[src/rtl/pin_driver.sv]
// pin_driver: drives one GPIO pad from a requested level and holds each driven
// level for at least HOLD_TICKS counted ena ticks. Push-pull or open-drain
// drive; in open-drain mode a released-high line that reads back low stretches
// the hold. A 1-deep pending slot accepts a new level while the current one is
// still being held.
//
// Ports:
//   clk      system clock
//   reset    asynchronous, active-high reset
//   ena      tick strobe; hold counting advances only when ena=1
//   valid    level request strobe
//   din      requested level, qualified by valid
//   ready    request slot free; a transfer happens when valid && ready
//   pin_in   filtered/synchronised pad readback (used in open-drain mode only)
//   dout     pad output value
//   oe       pad output enable
//   busy     hold in progress or pending level stored
//   stretch  released-high line is being held low externally
module pin_driver #(
    parameter int unsigned HOLD_TICKS = 2,
    parameter int unsigned CW         = 4,
    parameter bit          OPEN_DRAIN = 1'b0,
    parameter bit          IDLE_LEVEL = 1'b1
) (
    input  logic clk,
    input  logic reset,
    input  logic ena,
    input  logic valid,
    input  logic din,
    output logic ready,
    input  logic pin_in,
    output logic dout,
    output logic oe,
    output logic busy,
    output logic stretch
);

    typedef enum logic [0:0] {StIdle, StHold} state_e;

    // Counter value on which the final counted tick of a hold lands.
    localparam logic [CW-1:0] HoldLast = CW'(HOLD_TICKS - 1);

    state_e        state_q, state_d;
    logic          level_q, level_d;
    logic [CW-1:0] cnt_q, cnt_d;
    logic          pend_vld_q, pend_vld_d;
    logic          pend_q, pend_d;

    logic accept;
    logic line_low;
    logic tick;
    logic hold_end;
    logic src_vld;
    logic src_lvl;

    // State register
    always_ff @(posedge clk or posedge reset) begin
        if (reset) begin
            state_q    <= StIdle;
            level_q    <= IDLE_LEVEL;
            cnt_q      <= '0;
            pend_vld_q <= 1'b0;
            pend_q     <= 1'b0;
        end else begin
            state_q    <= state_d;
            level_q    <= level_d;
            cnt_q      <= cnt_d;
            pend_vld_q <= pend_vld_d;
            pend_q     <= pend_d;
        end
    end

    // Next-state logic
    always_comb begin
        state_d    = state_q;
        level_d    = level_q;
        cnt_d      = cnt_q;
        pend_vld_d = pend_vld_q;
        pend_d     = pend_q;

        accept   = valid & ~pend_vld_q;
        // Released-high line still reads low: someone else is holding it.
        line_low = OPEN_DRAIN & level_q & ~pin_in;
        tick     = (state_q == StHold) & ena & ~line_low;
        hold_end = tick & (cnt_q == HoldLast);
        // Pending level takes priority; otherwise a same-cycle request is
        // handed straight to the pad without a gap.
        src_vld  = pend_vld_q | accept;
        src_lvl  = pend_vld_q ? pend_q : din;

        unique case (state_q)
            StIdle: begin
                if (accept && (din != level_q)) begin
                    level_d = din;
                    state_d = StHold;
                    cnt_d   = '0;
                end
            end
            StHold: begin
                if (hold_end) begin
                    pend_vld_d = 1'b0;
                    cnt_d      = '0;
                    if (src_vld && (src_lvl != level_q)) begin
                        level_d = src_lvl;
                    end else begin
                        state_d = StIdle;
                    end
                end else begin
                    if (tick) begin
                        cnt_d = cnt_q + 1'b1;
                    end
                    if (accept) begin
                        pend_vld_d = 1'b1;
                        pend_d     = din;
                    end
                end
            end
            default: begin
                state_d = StIdle;
            end
        endcase
    end

    // Outputs
    always_comb begin
        ready   = ~pend_vld_q;
        busy    = (state_q == StHold) | pend_vld_q;
        stretch = line_low;
        if (OPEN_DRAIN) begin
            dout = 1'b0;
            oe   = ~level_q;
        end else begin
            dout = level_q;
            oe   = 1'b1;
        end
    end

endmodule

[config.mk]
export PLATFORM = sky130hd
export DESIGN_NAME = pin_driver
export DESIGN_NICKNAME = d
export VERILOG_FILES = /design/src/rtl/pin_driver.sv
export SDC_FILE = /design/constraint.sdc
export NUM_CORES = 1
export LEC_CHECK = 0
export BUFFER_PORTS_ARGS = -buffer_cell sky130_fd_sc_hd__buf_4
export CORE_AREA = 2 2 39 41
export DETAILED_ROUTE_END_ITERATION = 16
export DIE_AREA = 0 0 41 43
export PLACE_DENSITY = 0.63
export SYNTH_ARGS = -nofsm -noshare
export SYNTH_HDL_FRONTEND = slang
export SYNTH_SLANG_ARGS = --single-unit
[constraint.sdc]
create_clock -name clk -period 1.7 [get_ports clk]
set_input_delay 0.34 -clock clk [delete_from_list [all_inputs] [get_ports clk]]
set_output_delay 0.34 -clock clk [all_outputs]
set_load 0.02 [all_outputs]
==> out/results.txt, run 1 <==
# Max-Cap Violations - 0
P per Cell Area - 1520 mW/mm²
chip width - 41 µm
maximum vdd drop - 487 µV
most common flop cell mapped by yosys - dfrtp_1
Crit. End Element - flop
Crit Path Max Fanout - 4
Cell Area, Synth - 514 µm²
initial DRC count - 8
placed inst area - 576 µm²
Gates resized, CTS repair - 0
RePlAce Congestion - 0.688
final setup violation count - 0
Avg Cell Area, Syn - 9.70 µm²
pin count of the biggest net entering global routing - 12
slowest CP cell - dfrtp_1
drt total wl - 951 µm
multi-input logic area - 268 µm²
first-pass GRT wire length - 1640 µm
Max Transition Viols Final - 0
setup TNS - 0 ps
total number of vias - 411
top-area cell type share of the netlist area - 34.1%
Layout area overhead - 17.0%
Worst setup SP type - flop
Final period util - 90.8%
Syn. warnings - 0
# IOs - 11
Critical R2R Capture - pend_q
# clock sinks - 8
Lkg Pwr - 0.000269 µW
H-tree lvl count - 1
full die area - 0.00176 mm²
setup bufs post-CTS - 0
Worst Path Buf+Inv - 1
Hold Path Class - in2async
dominant cell by count in the synthesized netlist - dfrtp_1
crit path kind - reg2reg
I/O Buffers - 7
FILL cells - 144
DRC violations left - 0
asr flop ratio synth - 100%
r2r setup slk - 160 ps
Total Power - 917 µW
Post-synth EDFFs - 0
latest clock arrival within the worst-skew pair - 260 ps
crit path time final - 1540 ps
height of the chip - 43 µm
Inserted Clock Buffers - 3
vias in the first global route - 375
RR Startpoint - cnt_q[1]
Critical Path RT - 1850 ps
HPWL Detailed - 731 µm
GRT Total Usage - 14.4%
drt wl/cell - 12.0 µm
layout cells sized above 1 - 28.6%
fmax - 648 MHz
Layout Skew - 1.09 ps
post-synthesis sequential area ratio - 39.2%
Worst Path Arrival - 1690 ps
critical-path cell list - inv_1, ha_1, and4bb_2, nor3_1, mux2_2
# hold bufs at CTS - 0
cell family with most CP delay - simple AND/OR/NAND/NOR gates
DR pass1 iterations - 4
Core Rows - 14
worst hold slack - 28.6 ps
Final Cell Area - 602 µm²
unrepaired setup endpoints after global routing - false
Clock Tree Root - clkbuf_4
synth cell count leaders - dfrtp_1 (7), inv_1 (5), nand3_1 (4), nor3_1 (4)
CTS tree - yes
layout net count - 72
critical path depth - 5
crit-path max cell delay - 380 ps
Register Area - 201 µm²
Reg clk slew, reported paths - 60 ps
core area - 0.00138 mm²
library cells used by synthesis - 24
Syn Nets - 61
ANT nets after route - 0
status - completed
Yosys top cell by area - dfrtp_1
drt via density - 5.20
Congestion Overflow GR - 0
ant diodes - 0
initial antenna violation count - 0
Fin. Hold Viols - 0
Starting Density - 37.2%
clk buf depth - 2
reg2reg path depth - 5
leading post-synthesis cells by cell area - dfrtp_1 (34%), dfstp_2 (5.1%), a31o_1 (5.1%)
flops & latches, synth - 8
Cells after Synth - 53
[power breakdown]
| part | internal (µW) | switching [µW] | leakage [µW] |
|---|---|---|---|
| Sequential | 280 | 110 | 0.0000879 |
| Clock | 90.5 | 75.2 | 0.0000150 |
| Combinational | 192 | 169 | 0.000166 |
| Total | 562 | 354 | 0.000269 |
[sequential cells by signal, indices dropped and copies added (netlist names)]
register and cells:
state_q 1, pend_q 1, cnt_q 4, dout 1
pend_vld_q 1
[final cells by class]
class / instances / share of cell area (%)
Clock buffer: 4 / 4.37
Inverter: 5 / 3.12
Multi-Input combinational cell: 37 / 44.5
Sequential cell: 8 / 33.5
Tap cell: 16 / 3.33
Timing Repair Buffer: 9 / 11.2
[layout by cell type, fill, tap and decap left out]
master / synthesis / final
or3_1: 1 / 1
conb_1: 2 / 2
clkbuf_1: 0 / 1
nand3_1: 4 / 4
and4bb_2: 1 / 1
xnor2_1: 1 / 1
ha_1: 2 / 2
o22ai_1: 2 / 2
nor3_1: 4 / 4
o311ai_0: 1 / 1
inv_1: 5 / 5
a21oi_1: 3 / 3
dfstp_2: 1 / 1
a31o_1: 3 / 3
xor2_1: 1 / 1
nand2b_1: 2 / 2
nand2_1: 2 / 2
clkbuf_4: 0 / 3
buf_4: 2 / 9
mux2_2: 2 / 2
or3_4: 1 / 1
a211oi_1: 3 / 3
and2b_2: 1 / 1
nand4bb_1: 1 / 1
dfrtp_1: 7 / 7
[per-stage QoR]
| step | std cells | setup slack [ps] | util [%] |
|---|---|---|---|
| after floorplan | 53 | 208 | - |
| after global placement | 75 | 157 | 41.6 |
| after detailed placement | 75 | 139 | 41.6 |
| after CTS | 79 | 127 | 43.5 |
| after global routing | 79 | 3.21 | 43.5 |
| final | 79 | 156 | 43.5 |
[kinds of logic (layout without fill, tap and decap cells)]
group	count (synthesis)	count (layout)	synth area share [%]
and+or+nand+nor	17	17	21.4
DFF	8	8	39.2
muxes	2	2	4.38
buffers and inverters	8	18	8.76
xor gates and xnor gates	2	2	3.41
adders and majority gates	2	2	4.87
AOI/OAI and AO/OA	12	12	16.5
other	2	2	1.46
[routing by layer]
layer | wire length (µm) | vias up | track usage, %
met1 | 446 | 186 | 18.4
met5 | 0 | - | 0
met3 | 29 | 5 | 3.14
li1 | - | 209 | -
met2 | 434 | 11 | 19.7
met4 | 41 | 0 | 12.0
[worst max-delay path by stage]
stage	start	end	slack (ps)
6_report	cnt_q[1]	pend_q	160
5_1_grt	cnt_q[1]	pend_q	3
4_1_cts	cnt_q[1]	pend_q	130
3_5_place_dp	cnt_q[1]	pend_q	140
3_3_place_gp	cnt_q[1]	pend_q	160
2_1_floorplan	cnt_q[0]	pend_q	210
Note: power is estimated with default switching activity, not from simulation.
==> run 2, diff against run 1 <==
Settings changed: PLACE_DENSITY 0.63 to 0.65.
Clock period 1.7 ns to 1.34 ns, I/O delays scaled along.
==> run 2 against run 1 <==
Against the previous run: the flow now finishes with violations (setup timing); total power grew 53%; sequential share of layout area shrank 5.3 points; maximum frequency increased by 12%; critical path depth fell by 1; setup slack lost 200 ps; count of clock-buffer cells in the layout is the same; clock power increased by 22%; die area stayed put; critical endpoint unchanged; largest cell class unchanged.
==> out/results.txt, run 2 (same netlist as run 1, synthesis figures left out) <==
drt wl/cell - 11.9 µm (was 12.0 µm)
Hold Path Class - in2reg (was in2async)
most frequent cells in the layout - buf_4 (15), dfrtp_1 (7), nand3_1 (4) (was buf_4 (9), dfrtp_1 (7), inv_1 (5))
setup TNS - -43.7 ps (was 0 ps)
P per Cell Area - 1960 mW/mm² (was 1520 mW/mm²)
I/O Buffers - 7 (unchanged)
# clock sinks - 8 (unchanged)
Worst Path Arrival - 1520 ps (was 1690 ps)
fin cells - 88 (was 79)
Clock Tree Root - clkbuf_4 (unchanged)
RR Startpoint - cnt_q[0] (was cnt_q[1])
Core Rows - 14 (unchanged)
DP Cell Count - 80 (was 75)
Critical R2R Capture - pend_q (unchanged)
worst setup path startpoint - cnt_q[0] (was cnt_q[1])
Layout area overhead - 39.2% (was 17.0%)
unrepaired setup endpoints after global routing - true (was false)
Starting Density - 37.2% (unchanged)
CTS tree - yes (unchanged)
# IOs - 11 (unchanged)
violations in the final reports - setup timing
crit path time final - 1380 ps (was 1540 ps)
critical path depth - 4 (was 5)
total number of vias - 446 (was 411)
# Max-Cap Violations - 0 (unchanged)
drt via density - 5.07 (was 5.20)
Comb pwr share - 52.9% (was 39.3%)
DR pass1 iterations - 4 (unchanged)
maximum vdd drop - 793 µV (was 487 µV)
full die area - 0.00176 mm² (unchanged)
Worst setup SP type - flop (unchanged)
RePlAce Congestion - 0.705 (was 0.688)
Reg clk slew, reported paths - 60 ps (about the same)
initial antenna violation count - 0 (unchanged)
pin count of the biggest net entering global routing - 9 (was 12)
CP endpoint - pend_q (unchanged)
H-tree lvl count - 1 (unchanged)
crit path kind - reg2reg (unchanged)
critical-path cell list - ha_4, and4bb_2, nor3_2, mux2_4 (was inv_1, ha_1, and4bb_2, nor3_1, mux2_2)
Pint - 897 µW (was 562 µW)
drt total wl - 1050 µm (was 951 µm)
Final Cell Area - 716 µm² (was 602 µm²)
Final period util - 103% (was 90.8%)
fmax - 723 MHz (was 648 MHz)
reg2reg path depth - 4 (was 5)
vias in the first global route - 398 (was 375)
final setup violation count - 1 (was 0)
placed inst area - 632 µm² (was 576 µm²)
r2r setup slk - -40 ps (was 160 ps)
Crit Path Max Fanout - 3 (was 4)
status - finished, violations left (was completed)
first-pass GRT wire length - 1600 µm (was 1640 µm)
FILL cells - 145 (was 144)
cell family with most CP delay - flip-flops (was simple AND/OR/NAND/NOR gates)
layout cells sized above 1 - 47.2% (was 28.6%)
Layout Skew - 1.18 ps (was 1.09 ps)
Crit. End Element - flop (unchanged)
crit-path max cell delay - 410 ps (was 380 ps)
post-route setup slack - -43.7 ps (was 156 ps)
latest clock arrival within the worst-skew pair - 250 ps (was 260 ps)
layout net count - 81 (was 72)
Critical Path RT - 1480 ps (was 1850 ps)
slowest CP cell - dfrtp_1 (unchanged)
GRT Total Usage - 14.1% (was 14.4%)
HPWL Detailed - 814 µm (was 731 µm)
chip width - 41 µm (unchanged)
Max Transition Viols Final - 0 (unchanged)
Clk pwr share - 14.4% (was 18.1%)
Setup WS pre-CTS - -49.6 ps (was 139 ps)
Reg power frac - 32.7% (was 42.6%)
Net Sw Power - 508 µW (was 354 µW)
commonest non-fill, non-tap cell in the layout - buf_4 (unchanged)
Largest register FFs - 4 (unchanged)
Congestion Overflow GR - 0 (unchanged)
core area - 0.00138 mm² (unchanged)
ANT nets after route - 0 (unchanged)
DRC violations left - 0 (unchanged)
ant diodes - 0 (unchanged)
Worst Path Buf+Inv - 0 (was 1)
largest register by flop count - cnt_q (unchanged)
Fin. Hold Viols - 0 (unchanged)
height of the chip - 43 µm (unchanged)
switching portion of total power - 36.1% (was 38.6%)
clk buf depth - 2 (unchanged)
Lkg Pwr - 0.000319 µW (was 0.000269 µW)
initial DRC count - 7 (was 8)
Inserted Clock Buffers - 3 (unchanged)
## run 2: worst min path at each step
stage               start  endpoint  slack, ps  depth (start not counted)
floorplan           reset  cnt_q[0]         80                          1
global placement    reset  cnt_q[1]        250                          2
detailed placement  reset  cnt_q[1]        250                          2
CTS                   din    pend_q        280                          2
global route          din    pend_q        280                          2
finish                din    pend_q        280                          2
## run 2: metal layers
layer	part of all wire (%)	GRT usage, %	routed length [µm]	vias up
met2	50	20.9	525	10
met3	3.4	3.66	36	2
li1	-	-	-	225
met1	45	16.7	473	209
met5	0	0	0	-
met4	1.4	10.0	15	0
## run 2: cell type report
| type | instances | area (µm²) | area share, % |
|---|---|---|---|
| inverters | 5 | 18.8 | 2.62 |
| flip-flops and latches | 8 | 201 | 28.1 |
| well taps | 16 | 20.0 | 2.80 |
| multi-input cells | 37 | 304 | 42.5 |
| repair buffers | 18 | 145 | 20.3 |
| clock buffers | 4 | 26.3 | 3.67 |
## run 2: what timing repair did
item                       in CTS  in global routing
gates resized for setup         1                  7
hold endpoints to repair        7                  0
setup endpoints to repair       5                  7
pin swaps                       1                  0
buffers inserted                0                  3
hold buffers                    1                  0
## run 2: per-stage QoR
step | util, % | power (µW) | hold slack [ps]
floorplan | - | 875 | 82.9
global placement | 45.7 | 1070 | 253
detailed placement | 45.7 | 1080 | 254
CTS | 48.6 | 1300 | 280
global route | 51.7 | 1520 | 279
finish | 51.7 | 1400 | 285
## run 2: worst register-to-register path, stage by stage (launching register included)
cell      delay [ps]
dfrtp_1          410
ha_4             170
and4bb_2         240
nor3_2           140
mux2_4           310
## run 2: power by group through the flow
stage / combinational (µW) / clock, µW / sequential (µW)
5_1_grt: 827 / 227 / 469
3_5_place_dp: 631 / 0 / 448
3_3_place_gp: 627 / 0 / 443
4_1_cts: 644 / 210 / 447
6_report: 744 / 202 / 459
2_1_floorplan: 403 / 0 / 472
